## src/rtl/fetch_decode_stage_if.sv

```systemverilog
// rtl/fetch_decode_stage_if.sv - hazard, redirect, imem and IF/ID signals of the fetch/decode stage
interface fetch_decode_stage_if #(
    parameter int CNT_W = 16
);
    logic              stall_f;
    logic              stall_d;
    logic              pc_src_d;
    logic [31:0]       branch_target_d;
    logic [1:0]        sig_jump_d;
    logic [25:0]       jump_index_d;
    logic [31:0]       jr_target_d;
    logic              halt_req_d;
    logic [31:0]       imem_rdata;
    logic [31:0]       imem_addr;
    logic [31:0]       pc_f;
    logic [31:0]       instr_d;
    logic [31:0]       pc_plus4_d;
    logic              valid_d;
    logic              halted;
    logic [CNT_W-1:0]  stall_cycles;

    // Environment view: hazard unit, decode stage and instruction memory
    modport master (
        output stall_f, stall_d, pc_src_d, branch_target_d, sig_jump_d,
               jump_index_d, jr_target_d, halt_req_d, imem_rdata,
        input  imem_addr, pc_f, instr_d, pc_plus4_d, valid_d, halted, stall_cycles
    );

    // Stage view: the fetch/decode block itself
    modport slave (
        input  stall_f, stall_d, pc_src_d, branch_target_d, sig_jump_d,
               jump_index_d, jr_target_d, halt_req_d, imem_rdata,
        output imem_addr, pc_f, instr_d, pc_plus4_d, valid_d, halted, stall_cycles
    );
endinterface

```

## src/rtl/fetch_decode_stage.sv

```systemverilog
// rtl/fetch_decode_stage.sv - IF stage with PC, redirect select, IF/ID register and halt FSM
module fetch_decode_stage #(
    parameter logic [31:0] RESET_PC = 32'h0040_0000,
    parameter int          CNT_W    = 16
) (
    input  logic               clk,
    input  logic               reset,
    fetch_decode_stage_if.slave bus
);
    typedef enum logic {RUN, HALTED} state_t;

    state_t            state_q, state_d;
    logic [31:0]       pc_q, pc_d;
    logic [31:0]       ifid_instr_q, ifid_instr_d;
    logic [31:0]       ifid_pc4_q, ifid_pc4_d;
    logic              ifid_valid_q, ifid_valid_d;
    logic [CNT_W-1:0]  cnt_q, cnt_d;

    logic              run;
    logic              halt_go;
    logic              redirect;
    logic [31:0]       target;
    logic              unused_low_bits;

    // Target bits [1:0] are dropped to keep every fetch word-aligned
    assign unused_low_bits = ^{bus.jr_target_d[1:0], bus.branch_target_d[1:0]};

    // Redirect/halt decisions; halt wins over a simultaneous redirect so the PC stays put
    always_comb begin
        run      = (state_q == RUN);
        halt_go  = run && bus.halt_req_d && !bus.stall_d && ifid_valid_q;
        redirect = 1'b0;
        target   = {bus.branch_target_d[31:2], 2'b00};
        if (run && !bus.stall_d && !halt_go) begin
            if (bus.sig_jump_d == 2'b10) begin
                redirect = 1'b1;
                target   = {bus.jr_target_d[31:2], 2'b00};
            end else if (bus.sig_jump_d == 2'b01) begin
                redirect = 1'b1;
                target   = {ifid_pc4_q[31:28], bus.jump_index_d, 2'b00};
            end else if (bus.pc_src_d) begin
                redirect = 1'b1;
                target   = {bus.branch_target_d[31:2], 2'b00};
            end
        end
    end

    // Next-state for PC, IF/ID register, halt FSM and stall counter
    always_comb begin
        state_d      = state_q;
        pc_d         = pc_q;
        ifid_instr_d = ifid_instr_q;
        ifid_pc4_d   = ifid_pc4_q;
        ifid_valid_d = ifid_valid_q;
        cnt_d        = cnt_q;

        if (halt_go) begin
            state_d = HALTED;
        end

        // Redirect beats stall_f; halted or halting freezes the PC
        if (run && !halt_go) begin
            if (redirect) begin
                pc_d = target;
            end else if (!bus.stall_f) begin
                pc_d = pc_q + 32'd4;
            end
        end

        // A stalled decode slot holds even across a flush or halt
        if (!bus.stall_d) begin
            if (redirect || !run || halt_go) begin
                ifid_instr_d = 32'd0;
                ifid_pc4_d   = 32'd0;
                ifid_valid_d = 1'b0;
            end else begin
                ifid_instr_d = bus.imem_rdata;
                ifid_pc4_d   = pc_q + 32'd4;
                ifid_valid_d = 1'b1;
            end
        end

        if (run && bus.stall_f && !redirect && (cnt_q != {CNT_W{1'b1}})) begin
            cnt_d = cnt_q + 1'b1;
        end
    end

    // State register; reset overrides every other input
    always_ff @(posedge clk) begin
        if (reset) begin
            state_q      <= RUN;
            pc_q         <= RESET_PC;
            ifid_instr_q <= 32'd0;
            ifid_pc4_q   <= 32'd0;
            ifid_valid_q <= 1'b0;
            cnt_q        <= '0;
        end else begin
            state_q      <= state_d;
            pc_q         <= pc_d;
            ifid_instr_q <= ifid_instr_d;
            ifid_pc4_q   <= ifid_pc4_d;
            ifid_valid_q <= ifid_valid_d;
            cnt_q        <= cnt_d;
        end
    end

    assign bus.imem_addr    = pc_q;
    assign bus.pc_f         = pc_q;
    assign bus.instr_d      = ifid_instr_q;
    assign bus.pc_plus4_d   = ifid_pc4_q;
    assign bus.valid_d      = ifid_valid_q;
    assign bus.halted       = (state_q == HALTED);
    assign bus.stall_cycles = cnt_q;
endmodule

```

## src/flat_wrapper.sv

```systemverilog
// flat-port wrapper written by rule: the top's interface ports become plain ports
module fetch_decode_stage_flat 
#(
    parameter logic [31:0] RESET_PC = 32'h0040_0000,
    parameter int          CNT_W    = 16
)
  (clk, reset, bus_stall_f, bus_stall_d, bus_pc_src_d, bus_branch_target_d, bus_sig_jump_d, bus_jump_index_d, bus_jr_target_d, bus_halt_req_d, bus_imem_rdata, bus_imem_addr, bus_pc_f, bus_instr_d, bus_pc_plus4_d, bus_valid_d, bus_halted, bus_stall_cycles);
  fetch_decode_stage_if #(.CNT_W(CNT_W)) bus_i ();
  input  logic clk;
  input  logic reset;
  input wire logic [$bits(bus_i.stall_f)-1:0] bus_stall_f;
  input wire logic [$bits(bus_i.stall_d)-1:0] bus_stall_d;
  input wire logic [$bits(bus_i.pc_src_d)-1:0] bus_pc_src_d;
  input wire logic [$bits(bus_i.branch_target_d)-1:0] bus_branch_target_d;
  input wire logic [$bits(bus_i.sig_jump_d)-1:0] bus_sig_jump_d;
  input wire logic [$bits(bus_i.jump_index_d)-1:0] bus_jump_index_d;
  input wire logic [$bits(bus_i.jr_target_d)-1:0] bus_jr_target_d;
  input wire logic [$bits(bus_i.halt_req_d)-1:0] bus_halt_req_d;
  input wire logic [$bits(bus_i.imem_rdata)-1:0] bus_imem_rdata;
  output wire logic [$bits(bus_i.imem_addr)-1:0] bus_imem_addr;
  output wire logic [$bits(bus_i.pc_f)-1:0] bus_pc_f;
  output wire logic [$bits(bus_i.instr_d)-1:0] bus_instr_d;
  output wire logic [$bits(bus_i.pc_plus4_d)-1:0] bus_pc_plus4_d;
  output wire logic [$bits(bus_i.valid_d)-1:0] bus_valid_d;
  output wire logic [$bits(bus_i.halted)-1:0] bus_halted;
  output wire logic [$bits(bus_i.stall_cycles)-1:0] bus_stall_cycles;
  assign bus_i.stall_f = bus_stall_f;
  assign bus_i.stall_d = bus_stall_d;
  assign bus_i.pc_src_d = bus_pc_src_d;
  assign bus_i.branch_target_d = bus_branch_target_d;
  assign bus_i.sig_jump_d = bus_sig_jump_d;
  assign bus_i.jump_index_d = bus_jump_index_d;
  assign bus_i.jr_target_d = bus_jr_target_d;
  assign bus_i.halt_req_d = bus_halt_req_d;
  assign bus_i.imem_rdata = bus_imem_rdata;
  assign bus_imem_addr = bus_i.imem_addr;
  assign bus_pc_f = bus_i.pc_f;
  assign bus_instr_d = bus_i.instr_d;
  assign bus_pc_plus4_d = bus_i.pc_plus4_d;
  assign bus_valid_d = bus_i.valid_d;
  assign bus_halted = bus_i.halted;
  assign bus_stall_cycles = bus_i.stall_cycles;
  fetch_decode_stage #(.RESET_PC(RESET_PC), .CNT_W(CNT_W)) u_core (.clk(clk), .reset(reset), .bus(bus_i));
endmodule
```

## config.mk

```make
export PLATFORM = sky130hd
export DESIGN_NAME = fetch_decode_stage_flat
export DESIGN_NICKNAME = d
export VERILOG_FILES = /design/src/rtl/fetch_decode_stage_if.sv /design/src/rtl/fetch_decode_stage.sv /design/src/flat_wrapper.sv
export SDC_FILE = /design/constraint.sdc
export NUM_CORES = 1
export LEC_CHECK = 0
export BUFFER_PORTS_ARGS = -buffer_cell sky130_fd_sc_hd__buf_2
export CAP_MARGIN = 10
export CELL_PAD_IN_SITES_DETAIL_PLACEMENT = 1
export CELL_PAD_IN_SITES_GLOBAL_PLACEMENT = 1
export CORE_ASPECT_RATIO = 1.4
export CORE_MARGIN = 4
export CORE_UTILIZATION = 30
export CTS_BUF_LIST = sky130_fd_sc_hd__clkbuf_8
export DETAILED_ROUTE_END_ITERATION = 10
export PLACE_DENSITY = 0.84
export SYNTH_ARGS = -nofsm -noshare
export SYNTH_HDL_FRONTEND = slang
export SYNTH_SLANG_ARGS = --single-unit
```

## constraint.sdc

```tcl
create_clock -name clk -period 6 [get_ports clk]
set_input_delay 1.2 -clock clk [delete_from_list [all_inputs] [get_ports clk]]
set_output_delay 1.2 -clock clk [all_outputs]
set_load 0.01 [all_outputs]
```

-- Word level (Yosys, flattened, before mapping)
Cells that the tools add are included.
Widths: inputs -> output; s select.
- flip-flop bits (word level): 114
- input port bits: 130
- output and inout bits: 146
- add/subtract/negate cells: 2
- equal/unequal tests: 4
- multiplexer cells: 12
- bitwise gates (word level): 1
- reduce and logical (&&, ||, !) cells: 15
- operators with widths (kind ; number):
    $mux 32 ; 7
    $add 32x3->32 const B ; 1
    $add 16x1->16 const B ; 1
    $ne 16x16->1 const B ; 1
    $logic_and 1x1->1 ; 9
    $mux 1 ; 5
    $logic_not 1->1 ; 3
    $eq 2x1->1 const B ; 1
    $eq 2x2->1 const B ; 1
    $logic_or 1x1->1 ; 2
    $ne 2x1->1 const B ; 1
    $reduce_and 2->1 ; 1
    $not 1->1 ; 1

-- Logic depth before layout (Yosys ltp)
- depth in word-level cells: 10
- depth in mapped cells: 8
- mapped depth without buffers: 6

-- Worst setup path after synthesis
No wires, ideal clock.
- kind: input to register
- from: in bus_sig_jump_d[1]
- to: reg u_core.cnt_q[15] (netlist: u_core.bus.stall_cycles[15])
- arrival time: 2.689 ns
- setup slack: 3.241 ns
- cell stages on the path: 6
- path buffers: 1
- path through: buf_6 -> xor2_2 -> o21ba_4 -> or3_4 -> or4_1 -> a21oi_1
- word-level cells in the longest chain between the ends: 7
- elaborated cells on any way between the ends: 8
- those cells by class: eq/ne (2); mux (3); reduce/logical (3)
- RTL lines (what ; line ; text):
    start: declaration ; flat_wrapper.sv:15 ; input wire logic [$bits(bus_i.sig_jump_d)-1:0] bus_sig_jump_d;
    $eq 2x1->1 ; fetch_decode_stage.sv:38 ; end else if (bus.sig_jump_d == 2'b01) begin
    $mux 1 ; fetch_decode_stage.sv:38 ;
    $mux 1 (*) ; fetch_decode_stage.sv:35 ; if (bus.sig_jump_d == 2'b10) begin
    $mux 1 (*) ; fetch_decode_stage.sv:34 ; if (run && !bus.stall_d && !halt_go) begin
    $logic_not 1->1 (*) ; fetch_decode_stage.sv:83 ; if (run && bus.stall_f && !redirect && (cnt_q != {CNT_W{1'b1}})) begin
    $logic_and 1x1->1 (*) (2 in series) ; fetch_decode_stage.sv:83 ;
    end signal: assignment ; fetch_decode_stage.sv:103 ; cnt_q <= cnt_d;
    end: declaration ; fetch_decode_stage.sv:17 ; logic [CNT_W-1:0] cnt_q, cnt_d;
Every way passes the cells marked *; elsewhere a longest branch is shown, timed or not.
A chain may end at the register's enable or synchronous reset.

-- Worst setup path after layout
- from: in bus_sig_jump_d[1]
- to: reg u_core.pc_q[22] (netlist: u_core.bus.imem_addr[22])
- word-level cells in the longest chain between the ends: 6
- elaborated cells on any way between the ends: 11
- those cells by class: eq/ne (3); mux (7); reduce/logical (1)
- RTL lines (what ; line ; text):
    $eq 2x1->1 ; fetch_decode_stage.sv:38 ;
    $mux 1 ; fetch_decode_stage.sv:38 ;
    $mux 1 ; fetch_decode_stage.sv:35 ;
    $mux 1 ; fetch_decode_stage.sv:34 ;
    $ne 2x1->1 (no line) ; -- ;
    $reduce_and 2->1 (no line) ; -- ;
    end signal: assignment ; fetch_decode_stage.sv:99 ; pc_q <= pc_d;
    end: declaration ; fetch_decode_stage.sv:13 ; logic [31:0] pc_q, pc_d;
Parallel ways exist; a longest one is shown, timed or not.

==> impl_metrics.ini <==
[detailed_routing]
antenna_left = 0
first_pass_iters = 4
num_vias = 6097
wl_per_cell_um = 18.4
drtIter0Drc = 183
via_per_inst = 5.24
wirelength_um = 21400
drc = 0

[synthesis]
synth.top_cells.by_area = dfxtp_1, a22o_1, mux2i_1, a211oi_1, buf_4
synthMuxAreaShare_pct = 6.73
synth_top_family_by_area = compound AO/OA/AOI/OAI gates
yosysUniqueCellTypes = 60
ys.flop_type = dfxtp_1
yosysSeqAreaShare_pct = 36.6
synth-simple-area-share_pct = 18.1
synth_xor_area_share_pct = 5.31
synth_area_mm2 = 0.00608
synth-edff-count = 0
synth_compound_area_share_pct = 24.2
yosys.area.top_type = dfxtp_1
ys_ff_latch = 111
synth_cells = 703
synth_warnings = 0
synthArstFlopShare_pct = 0
syn_avg_cell_area_um2 = 8.65
synth_most_common_cell = dfxtp_1
synth_top_area_share_pct = 36.6
yosys.area_share.adder_pct = 0.412
synthTopCellsByCount = dfxtp_1, nand2_1, o21ai_0

[sta]
relSlewSlack_pct = 34.9
hold_viol = 0
setup_viol = 0
post-route-period-util_pct = 60.7
slew_violations = 0
rsz0062_at_grt = false
min_period_ns = 3.64
setup_tns_ns = 0
finClkSkew_ns = 0.0247
timing.fmax_mhz = 274
tightestPinTransition_ns = 0.976

[critical_path]
worst-path-buf-inv = 2
endpoint_kind = register
path_delay_family = simple AND/OR/NAND/NOR gates
r2r_setup_slack_ns = 3.43
cp_cell_sequence = buf_2, buf_4, xor2_2, o211a_1, nand2_1, or3_1, a21o_1
r2r-start = u_core.bus.imem_addr[2]
critPathMaxStageDelay_ns = 0.68
reg2regPathDepth = 6
critPathArrivalTime_ns = 3.95
critPathRequiredTime_ns = 6.31
crit_fanout = 60
r2r-end = u_core.bus.imem_addr[16]
critical_path_class = in2reg
critPathSlowestCell = o211a_1
worst_setup_path_start_kind = input pin

[place]
gp_congestion = 0.802
placed_area_mm2 = 0.00736
dp_hpwl_um = 16900
placed_cells = 1147
io_buffers = 267

[clock_network]
cts.sinks = 111
clk-insertion-delay-late_ns = 0.41
cts_tree = built
cts_hold_buffers = 0
path_clk_slew_ns = 0.12
cts_buffers = 9
cts_buffer_depth = 2
post_cts_buffers = 0
postCtsResizedCells = 0
htreeDepth = 3
cts-root-buf = clkbuf_8

[power_and_ir_drop]
p_per_area_mw_per_mm2 = 216
ir_drop_uv = 103
p_leak_uw = 0.00333
fin_total_pwr_uw = 1640

[global_routing]
gr-total-overflow = 0
grt_usage_pct = 18.4
antenna_found_initial = 2
grt_pass1_vias = 6195
grt_start_max_net_pins = 85
grt_pass1_wl_um = 33500

[die]
die_w_um = 128
ios = 276
rows = 61
die_height_um = 176
die_area_mm2 = 0.0226
core_area_mm2 = 0.0199
start_util_pct = 30.5

[flow_run]
maxCapViolations = 0

[layout]
nets = 1038
drive_above_1_share_pct = 34.5
final_cells = 1163
n_antenna_cell = 0
syn_to_final_growth_pct = 24.7
postLayoutCellArea_mm2 = 0.00758
nFillCells = 2450

[min_path]
hold_end = u_core.bus.pc_plus4_d[23]
holdPathStages = 2
holdCritStartpoint = u_core.bus.pc_plus4_d[23]
hold_path_class = reg2reg

[status]
status = complete, no violations
## power breakdown
part           switching, µW  internal [µW]
combinational            185            137
clock                    322            177
sequential              48.1            767
## layout make-up
type	instances	area, µm²	area share, %
multi-input cells	497	3370	44.5
flip-flops and latches	111	2220	29.3
repair buffers	276	1410	18.6
well taps	252	315	4.16
clock buffers	9	124	1.63
clock inverters	7	96.3	1.27
inverters	11	41.3	0.545
## through the flow
| step | setup WS, ns | util (%) | hold slack [ns] |
|---|---|---|---|
| final | 2.36 | 38.1 | 0.459 |
| after detailed placement | 1.94 | 36.9 | 0.438 |
| after global routing | 2.14 | 38.1 | 0.488 |
| after global placement | 2.03 | 36.9 | 0.430 |
| after CTS | 2.36 | 38.1 | 0.465 |
| after floorplan | 3.24 | - | 0.483 |
## flip-flops by register name, indices dropped and copies added, names as in the netlist
register and cells:
u_core.bus.halted 1, u_core.bus.imem_addr 30, u_core.bus.instr_d 32, u_core.bus.pc_plus4_d 31
u_core.bus.valid_d 1, u_core.bus.stall_cycles 16
## routing by layer
metal / part of all wire (%) / GRT usage (%) / vias to the layer above
li1: - / - / 2970
met1: 41 / 22.7 / 2871
met2: 50 / 31.7 / 212
met3: 6.6 / 3.72 / 40
met4: 2.7 / 6.28 / 4
met5: 0.065 / 0 / -
## logic make-up after synthesis
family / Yosys count
xor+xnor: 36
simple gates: 204
other cells: 1
fa+ha+maj: 2
buf+inv: 98
flops: 111
mux: 40
compound gates: 211
## layout by cell type (no fill, tap or decap), types with 3 or more instances in the layout
cell	instances
buf_2	266
dfxtp_1	111
nand2_1	58
o21ai_0	48
a211oi_1	40
a22o_1	39
mux2i_1	33
a21oi_1	31
nor2b_1	27
nor2_1	25
xnor2_1	24
nand3_1	23
inv_1	11
nand4_1	11
nor3_1	11
xor2_1	11
a31oi_1	10
buf_4	10
nor4_1	9
or3_1	9
clkbuf_8	9
mux2_2	7
and3_1	7
o32ai_1	6
o211ai_1	4
o31ai_1	4
a41oi_1	4
conb_1	4
and4_1	3
or4_1	3
a2111oi_0	3
o22ai_1	3
## how the worst max path moves through the flow
stage                                             end  depth (start not counted)              start  slack, ns
after floorplan           u_core.bus.stall_cycles[15]                          6  bus_sig_jump_d[1]       3.24
after CTS                    u_core.bus.imem_addr[22]                          7  bus_sig_jump_d[1]       2.36
after global routing         u_core.bus.imem_addr[29]                          7  bus_sig_jump_d[1]       2.14
after global placement       u_core.bus.imem_addr[22]                          7  bus_sig_jump_d[1]       2.03
final                        u_core.bus.imem_addr[22]                          7  bus_sig_jump_d[1]       2.36
after detailed placement     u_core.bus.imem_addr[22]                          7  bus_sig_jump_d[1]       1.94
## worst reg2reg max path, delay by kind of cell (launching register included)
family	cells	cell delay (ns)
AND/OR/NAND/NOR	3	1.24
flip-flops	1	0.55
AO/OA/AOI/OAI	2	0.41
adder cells (fa/ha/maj)	1	0.30
No activity file was read; power rests on OpenSTA's default activity.
